File: config.mk
export PLATFORM = sky130hd
export DESIGN_NAME = muldiv_seq
export DESIGN_NICKNAME = d
export VERILOG_FILES = /design/src/rtl/muldiv_pkg.sv /design/src/rtl/muldiv_iter_dp.sv /design/src/rtl/muldiv_seq.sv
export SDC_FILE = /design/constraint.sdc
export NUM_CORES = 1
export LEC_CHECK = 0
export ABC_AREA = 1
export CORE_ASPECT_RATIO = 1.25
export CORE_MARGIN = 1.5
export CORE_UTILIZATION = 25
export CTS_CLUSTER_DIAMETER = 40
export DETAILED_ROUTE_END_ITERATION = 7
export GPL_ROUTABILITY_DRIVEN = 1
export PLACE_DENSITY = 0.48
export SYNTH_ARGS = -nofsm -noshare
export SYNTH_HDL_FRONTEND = slang
export SYNTH_HIERARCHICAL = 1
export SYNTH_SLANG_ARGS = --single-unit
export TNS_END_PERCENT = 10
File: constraint.sdc
create_clock -name clk -period 11.5 [get_ports clk]
set_input_delay 2.875 -clock clk [delete_from_list [all_inputs] [get_ports clk]]
set_output_delay 2.875 -clock clk [all_outputs]
set_load 0.02 [all_outputs]
File: src/rtl/muldiv_pkg.sv
// Shared types and constants for the sequential multiply/divide unit.
//   muldiv_op_e    : funct3 encodings of the M-extension operations
//   muldiv_state_e : control FSM states
//   MULDIV_ITERS   : radix-2 iterations per normal operation
package muldiv_pkg;

  localparam int unsigned MULDIV_ITERS = 32;
  localparam int unsigned MULDIV_CNT_W = 5;

  typedef enum logic [2:0] {
    OpMul    = 3'b000,
    OpMulh   = 3'b001,
    OpMulhsu = 3'b010,
    OpMulhu  = 3'b011,
    OpDiv    = 3'b100,
    OpDivu   = 3'b101,
    OpRem    = 3'b110,
    OpRemu   = 3'b111
  } muldiv_op_e;

  typedef enum logic [1:0] {
    StIdle,
    StCalc,
    StDone
  } muldiv_state_e;

  function automatic logic op_is_div(muldiv_op_e op);
    return (op inside {OpDiv, OpDivu, OpRem, OpRemu});
  endfunction

  // Operand a is treated as signed (converted to magnitude before iterating).
  function automatic logic op_a_signed(muldiv_op_e op);
    return (op inside {OpMulh, OpMulhsu, OpDiv, OpRem});
  endfunction

  // Operand b is signed; MULHSU deliberately excluded.
  function automatic logic op_b_signed(muldiv_op_e op);
    return (op inside {OpMulh, OpDiv, OpRem});
  endfunction

endpackage

File: src/rtl/muldiv_iter_dp.sv
// Iterative datapath: shift-add multiply / restoring divide on operand magnitudes,
// one radix-2 step per i_step, with sign fix-up applied on the final step.
// Ports:
//   clk, rst         : clock, async active-high reset
//   i_load           : latch op and operands, clear the accumulator
//   i_step           : perform one iteration
//   i_finish         : with i_step, register the signed final result
//   i_special        : with i_load, register i_special_res directly
//   i_op, i_a, i_b   : operation and operands
//   o_result         : registered result
module muldiv_iter_dp
  import muldiv_pkg::*;
#(
  parameter int unsigned DATA_WIDTH = 32
) (
  input  logic                  clk,
  input  logic                  rst,
  input  logic                  i_load,
  input  logic                  i_step,
  input  logic                  i_finish,
  input  logic                  i_special,
  input  logic [DATA_WIDTH-1:0] i_special_res,
  input  logic [2:0]            i_op,
  input  logic [DATA_WIDTH-1:0] i_a,
  input  logic [DATA_WIDTH-1:0] i_b,
  output logic [DATA_WIDTH-1:0] o_result
);

  localparam int unsigned W = DATA_WIDTH;

  muldiv_op_e     w_op;
  muldiv_op_e     r_op;
  logic           w_sa, w_sb;
  logic [W-1:0]   w_mag_a, w_mag_b;
  logic [W-1:0]   r_hi, r_lo, r_b, r_result;
  logic           r_neg_main, r_neg_rem;
  logic [W:0]     w_sum, w_shift, w_diff;
  logic [W-1:0]   w_hi_n, w_lo_n, w_quo, w_rem, w_final;
  logic [2*W-1:0] w_prod, w_prod_s;

  assign w_op    = muldiv_op_e'(i_op);
  assign w_sa    = op_a_signed(w_op) & i_a[W-1];
  assign w_sb    = op_b_signed(w_op) & i_b[W-1];
  assign w_mag_a = w_sa ? -i_a : i_a;
  assign w_mag_b = w_sb ? -i_b : i_b;

  // Multiply: {r_hi,r_lo} shifts right, r_lo starts as the multiplier.
  assign w_sum   = {1'b0, r_hi} + (r_lo[0] ? {1'b0, r_b} : '0);
  // Divide: r_hi is the partial remainder, r_lo shifts dividend out / quotient in.
  assign w_shift = {r_hi, r_lo[W-1]};
  assign w_diff  = w_shift - {1'b0, r_b};

  always_comb begin
    w_hi_n = r_hi;
    w_lo_n = r_lo;
    if (op_is_div(r_op)) begin
      // Remainder stays below the divisor, so w_diff[W] is a valid sign bit.
      if (!w_diff[W]) begin
        w_hi_n = w_diff[W-1:0];
        w_lo_n = {r_lo[W-2:0], 1'b1};
      end else begin
        w_hi_n = w_shift[W-1:0];
        w_lo_n = {r_lo[W-2:0], 1'b0};
      end
    end else begin
      w_hi_n = w_sum[W:1];
      w_lo_n = {w_sum[0], r_lo[W-1:1]};
    end
  end

  // Negation spans the full product before a half is picked.
  assign w_prod   = {w_hi_n, w_lo_n};
  assign w_prod_s = r_neg_main ? -w_prod : w_prod;
  assign w_quo    = r_neg_main ? -w_lo_n : w_lo_n;
  assign w_rem    = r_neg_rem ? -w_hi_n : w_hi_n;

  always_comb begin
    w_final = '0;
    unique case (r_op)
      OpMul:                     w_final = w_prod_s[W-1:0];
      OpMulh, OpMulhsu, OpMulhu: w_final = w_prod_s[2*W-1:W];
      OpDiv, OpDivu:             w_final = w_quo;
      OpRem, OpRemu:             w_final = w_rem;
    endcase
  end

  always_ff @(posedge clk or posedge rst) begin
    if (rst) begin
      r_op       <= OpMul;
      r_neg_main <= 1'b0;
      r_neg_rem  <= 1'b0;
      r_hi       <= '0;
      r_lo       <= '0;
      r_b        <= '0;
      r_result   <= '0;
    end else if (i_load) begin
      r_op       <= w_op;
      r_neg_main <= w_sa ^ w_sb;
      r_neg_rem  <= w_sa;
      r_hi       <= '0;
      if (op_is_div(w_op)) begin
        r_lo <= w_mag_a;
        r_b  <= w_mag_b;
      end else begin
        r_lo <= w_mag_b;
        r_b  <= w_mag_a;
      end
      if (i_special) begin
        r_result <= i_special_res;
      end
    end else if (i_step) begin
      r_hi <= w_hi_n;
      r_lo <= w_lo_n;
      if (i_finish) begin
        r_result <= w_final;
      end
    end
  end

  assign o_result = r_result;

endmodule

File: src/rtl/muldiv_seq.sv
// Sequential RV32M multiply/divide unit for the EX stage.
// Normal ops take 32 iterations (valid_o at k+33); divide-by-zero and signed
// overflow resolve directly (valid_o at k+1).
// Ports:
//   clk, rst                 : clock, async active-high reset
//   start_i, op_i            : request and funct3, sampled only in IDLE
//   operand_a_i, operand_b_i : rs1 / rs2 values
//   flush_i                  : abort, return to IDLE
//   stall_o                  : hold IF/ID/EX while the op is accepted or running
//   busy_o                   : iterating
//   valid_o, result_o        : one-cycle result pulse, registered result
module muldiv_seq
  import muldiv_pkg::*;
#(
  parameter int unsigned DATA_WIDTH = 32
) (
  input  logic                  clk,
  input  logic                  rst,
  input  logic                  start_i,
  input  logic [2:0]            op_i,
  input  logic [DATA_WIDTH-1:0] operand_a_i,
  input  logic [DATA_WIDTH-1:0] operand_b_i,
  input  logic                  flush_i,
  output logic                  stall_o,
  output logic                  busy_o,
  output logic                  valid_o,
  output logic [DATA_WIDTH-1:0] result_o
);

  localparam logic [DATA_WIDTH-1:0] MinSigned = {1'b1, {(DATA_WIDTH-1){1'b0}}};

  muldiv_state_e           r_state, w_state_d;
  logic [MULDIV_CNT_W-1:0] r_cnt;
  muldiv_op_e              w_op;
  logic                    w_latch, w_load, w_step, w_finish;
  logic                    w_b_zero, w_ovf, w_special;
  logic [DATA_WIDTH-1:0]   w_special_res;

  assign w_op     = muldiv_op_e'(op_i);
  assign w_latch  = (r_state == StIdle) & start_i & ~flush_i;
  assign w_b_zero = (operand_b_i == '0);
  assign w_ovf    = (w_op inside {OpDiv, OpRem}) & (operand_a_i == MinSigned) &
                    (operand_b_i == '1);
  assign w_special = op_is_div(w_op) & (w_b_zero | w_ovf);

  always_comb begin
    w_special_res = '0;
    if (w_b_zero) begin
      w_special_res = (w_op inside {OpDiv, OpDivu}) ? '1 : operand_a_i;
    end else if (w_op == OpDiv) begin
      w_special_res = MinSigned;
    end
  end

  always_comb begin
    w_state_d = r_state;
    w_load    = 1'b0;
    w_step    = 1'b0;
    w_finish  = 1'b0;
    unique case (r_state)
      StIdle: begin
        if (w_latch) begin
          w_load    = 1'b1;
          w_state_d = w_special ? StDone : StCalc;
        end
      end
      StCalc: begin
        w_step = 1'b1;
        if (r_cnt == MULDIV_CNT_W'(MULDIV_ITERS - 1)) begin
          // Suppressed on flush so result_o keeps its previous value.
          w_finish  = ~flush_i;
          w_state_d = StDone;
        end
      end
      StDone:  w_state_d = StIdle;
      default: w_state_d = StIdle;
    endcase
    if (flush_i) begin
      w_state_d = StIdle;
    end
  end

  always_ff @(posedge clk or posedge rst) begin
    if (rst) begin
      r_state <= StIdle;
      r_cnt   <= '0;
    end else begin
      r_state <= w_state_d;
      if (w_load) begin
        r_cnt <= '0;
      end else if (r_state == StCalc) begin
        r_cnt <= r_cnt + MULDIV_CNT_W'(1);
      end
    end
  end

  assign busy_o  = (r_state == StCalc);
  assign valid_o = (r_state == StDone);
  assign stall_o = w_latch | busy_o;

  muldiv_iter_dp #(
    .DATA_WIDTH(DATA_WIDTH)
  ) u_dp (
    .clk          (clk),
    .rst          (rst),
    .i_load       (w_load),
    .i_step       (w_step),
    .i_finish     (w_finish),
    .i_special    (w_special),
    .i_special_res(w_special_res),
    .i_op         (op_i),
    .i_a          (operand_a_i),
    .i_b          (operand_b_i),
    .o_result     (result_o)
  );

endmodule

## Word level (Yosys, flattened, before mapping)

Index checks and enable logic that the tools add are counted.
Widths: inputs -> output; s select.

- Reduce and logical (&&, ||, !) cells: 17
- Bitwise gates (word level): 11
- $add $sub $neg: 8
- Equality and inequality tests: 21
- Muxes and demuxes: 36

Operator list:

| kind | number |
|---|---|
| $mux 32 | 21 |
| $neg 32->32 | 4 |
| $pmux 32 s4 | 1 |
| $eq 32x32->1 const B | 2 |
| $mux 64 | 1 |
| $neg 64->64 | 1 |
| $add 32x33->33 | 1 |
| $sub 33x32->33 | 1 |
| $logic_not 32->1 | 1 |
| $eq 3x3->1 const B | 8 |
| $reduce_bool 4->1 | 3 |
| $mux 5 | 2 |
| $reduce_bool 2->1 | 5 |
| $eq 3x2->1 const B | 3 |
| $mux 2 | 4 |
| $and 1x1->1 | 7 |
| $eq 3x1->1 const B | 2 |
| $mux 1 | 6 |
| $add 5x1->5 const B | 1 |
| $eq 5x5->1 const B | 1 |
| $pmux 2 s2 | 1 |
| $reduce_or 2->1 | 2 |
| $logic_not 3->1 | 1 |
| $ne 3x2->1 const B | 1 |
| 12 further kinds | 13 |

- Output and inout bits: 35
- Register bits after elaboration: 140
- Word-level logic and storage cells: 102
- Input port bits: 71

## Depth between registers and ports, before layout

- Depth after elaboration: 10
- Depth in mapped cells: 37
- Gate-level depth less buffers: 37

## Hierarchy

Netlist, hierarchy kept.

Modules (own cells, without submodules):

| module | area each (µm²) | cells each | instances | sequential area each (µm²) |
|---|---|---|---|---|
| muldiv_iter_dp | 16938.7 | 2987 | 1 | 3328.2 |
| muldiv_seq | 1174.9 | 209 | 1 | 175.2 |

## Worst setup path before layout

Ideal clock, no wire load.

- Path kind: in2out
- Start: in flush_i
- End: out stall_o
- Arrival time: 3.219 ns
- Stages on the path: 3
- Path buffers: 0
- Setup slack: 5.406 ns
- Required time: 8.625 ns
- Path through: inv_1 > nand3_1 > nand2_2

- Longest elaborated chain between the ends: 3

RTL lines:

| element | line | text |
|---|---|---|
| from (decl) | muldiv_seq.sv:23 | `input logic flush_i,` |
| $not 1->1 | muldiv_seq.sv:40 | `assign w_latch = (r_state == StIdle) & start_i & ~flush_i;` |
| $and 1x1->1 | muldiv_seq.sv:40 |  |
| $or 1x1->1 | muldiv_seq.sv:99 | `assign stall_o = w_latch \| busy_o;` |
| to (decl) | muldiv_seq.sv:24 | `output logic stall_o,` |

No other way between the ends.

## Final worst setup path

Ends and elaborated chain as after synthesis.

==> results.json <==
{
  "outcome": "completed",
  "synthXorXnorAreaFrac_pct": 5.17,
  "finish.instance_area_um2": 20600,
  "synth_area_leaders": "nand2_1 21%, dfrtp_1 19%, inv_1 9.8%",
  "hold_start": "u_dp/o_result[4]$_DFFE_PP0P_",
  "finalSetupTns_ns": 0,
  "setup_viol": 0,
  "diodes": 0,
  "cts-root-buf": "clkbuf_16",
  "syn-cell-area_um2": 18100,
  "route.detailed.drc": 0,
  "ys_seq_elements": 140,
  "period_needed_ns": 7.11,
  "worstSetupStartpointType": "input pin",
  "slew_headroom_pct": 34.1,
  "synth_top_family_by_area": "simple AND/OR/NAND/NOR gates",
  "ctsResizeCount": 0,
  "clk_pin_slew_ns": 0.07,
  "synth_top_area_share_pct": 21.3,
  "rsz0062_at_grt": "no",
  "synth_cell_type_count": 55,
  "crit_end": "stall_o",
  "synth_most_common_cell": "nand2_1",
  "cts-hold-fix-buffers": 0,
  "worstRegToRegCells": 33,
  "crit_arrival_ns": 4.23,
  "die-area_um2": 74100,
  "cts_tree": "done",
  "wirelength_um": 91200,
  "ios": 106,
  "syn2layout_area_growth_pct": 13.9,
  "ys_seq_area_share_pct": 19.3,
  "initial_core_util_pct": 25.2,
  "peakVddDrop_mv": 0.151,
  "first_pass_iters": 6,
  "yosys-top-cells-count": "1,028 x nand2_1, 475 x inv_1, 389 x nor2_1",
  "worstReg2RegEnd": "u_dp/o_result[20]$_DFFE_PP0P_",
  "crit_top_cell": "clkdlybuf4s50_1",
  "hpwl_um": 74400,
  "worstMarginPinSlew_ns": 0.978,
  "async_reset_ff_share_pct": 100,
  "dpl_cell_area_um2": 20100,
  "crit_start": "flush_i",
  "vias_per_cell": 5.00,
  "rows": 110,
  "timing.hold.ws_ns": 0.485,
  "port_buffers": 105,
  "final_cells": 4200,
  "numCtsBuffers": 17,
  "core_area_um2": 71800,
  "dpl.cell_count": 4168,
  "maxSlewViolCount": 0,
  "hold_path_class": "reg -> reg",
  "yosysTopAreaCell": "nand2_1",
  "die_h_um": 304,
  "slowest_delay_ns": 0.60,
  "drv_cap": 0,
  "r2r-start": "u_dp/r_lo[31]$_DFFE_PP0N_",
  "synthMuxAreaShare_pct": 0,
  "synth_edf_count": 0,
  "setup_slack_ns": 4.39,
  "clock_latency_ns": 0.48,
  "grt_overflow": 0,
  "grt_max_degree": 89,
  "gp_congestion": 1.04,
  "cts_buffer_depth": 2,
  "yosysWarningCount": 6,
  "skew_ns": 0.0184,
  "syn_avg_cell_area_um2": 5.67,
  "synth-compound-area-share_pct": 16.2,
  "critical_path_class": "in -> out",
  "reg2reg_slack_ns": 5.50,
  "crit_fanout": 4,
  "required_ns": 8.63,
  "fin_crit_sh_pct": 61.8,
  "path_cells": "clkdlybuf4s50_1 -> inv_1 -> nand3_1 -> nand2_2 -> clkdlybuf4s50_1",
  "drive_gt1_share_pct": 4.90,
  "die_x_um": 244,
  "path_buf_inv": 3,
  "drtAntennaViolNets": 0,
  "vias": 21000,
  "grt_pass1_wl_um": 134000,
  "routedWlPerCell_um": 21.7,
  "endpoint_kind": "output port",
  "pre_cts_ws_ns": 4.39,
  "cpMaxStageDelayCell": "clkdlybuf4s50_1",
  "clock-sinks": 140,
  "drt_iter0_markers": 1921,
  "yosys.area_share.simple_pct": 41.5,
  "antenna_found_initial": 0,
  "syn_nets": 3338,
  "timing.fmax_mhz": 141,
  "cts_setup_buffers": 0,
  "fin_nets": 3377,
  "power.density_nw_per_um2": 314,
  "synthFlopType": "dfrtp_1",
  "grt_util_all_layers_pct": 24.3,
  "synthCells": 3196,
  "crit_cells": 5,
  "synth_fa_ha_area_share_pct": 4.99,
  "cp_top_family": "buffers and inverters",
  "cellLeakagePower_uw": 0.0105,
  "grt_pass1_vias": 20400,
  "cts_htree_levels": 4,
  "finalHoldViolCount": 0
}
registers in the layout, summed over array words and instances (netlist names):
register         cells
u_dp/r_op            3
u_dp/o_result       32
r_cnt                5
u_dp/r_lo           32
r_state              2
u_dp/r_hi           32
u_dp/r_b            32
u_dp/r_neg_rem       1
u_dp/r_neg_main      1
tightest hold or removal path, delay by kind of cell (launching register included):
kind | cells | cell delay, ns
DFF | 1 | 0.35
and+or+nand+nor | 2 | 0.11
worst min path at each step:
| stage | to | slack [ns] | cells after the start |
|---|---|---|---|
| 6_report | u_dp/o_result[4]$_DFFE_PP0P_ | 0.49 | 2 |
| 5_1_grt | u_dp/o_result[4]$_DFFE_PP0P_ | 0.51 | 2 |
| 4_1_cts | u_dp/o_result[16]$_DFFE_PP0P_ | 0.49 | 2 |
| 3_5_place_dp | u_dp/o_result[16]$_DFFE_PP0P_ | 0.47 | 2 |
| 3_3_place_gp | u_dp/o_result[4]$_DFFE_PP0P_ | 0.47 | 2 |
| 2_1_floorplan | u_dp/r_op[0]$_DFFE_PP0P_ | 0.44 | 2 |
cell type report:
class	instances	area, µm²
multi-input cells	2462	12300
clock buffers	18	429
fillers	8382	51200
inverters	487	1830
repair buffers	127	1220
well taps	952	1190
clock inverters	14	148
flip-flops and latches	140	3510
per-stage QoR:
step / power, µW / util [%]
after floorplan: 3980 / -
after global placement: 5830 / 27.9
after detailed placement: 5810 / 27.9
after CTS: 6420 / 28.7
after global routing: 6960 / 28.7
final: 6470 / 28.7
metal layers:
metal  up-vias  GRT usage (%)  share of wire [%]
met3       226           1.95                4.0
li1      10300              -                  -
met2       746           42.3                 48
met4         0           18.9                8.8
met1      9747           27.4                 39
met5         -              0                  0
placed cells by master, fill, tap and decap left out, types with 12 or more instances in the layout:
cell type and instances:
nand3_1 233, inv_1 472, o211ai_1 30, a22oi_1 23, o21ai_1 15, nor3_1 28
o21ai_0 153, nor2_1 387, a21oi_2 21, nand3b_1 16, a21oi_1 132, clkbuf_16 17
nand4_1 30, clkdlybuf4s50_1 105, dfrtp_1 139, o22ai_1 25, xnor2_1 35, buf_4 22
nand2_1 1028, nand2_2 14, nor2_2 21, xor2_1 72, ha_1 69, o221ai_1 30
or2_2 12
logic make-up after synthesis:
family                   after synthesis
AO/OA/AOI/OAI                        483
buffers and inverters                594
flip-flops                           140
adder cells (fa/ha/maj)               71
XOR/XNOR                             107
AND/OR/NAND/NOR                     1801
report_power, final:
group	switching, µW	leakage, µW	internal, µW
combinational	3600	0.00847	1370
clock	279	0.000274	306
sequential	228	0.00176	686
total	4110	0.0105	2360
No activity file was read; power rests on OpenSTA's default activity.
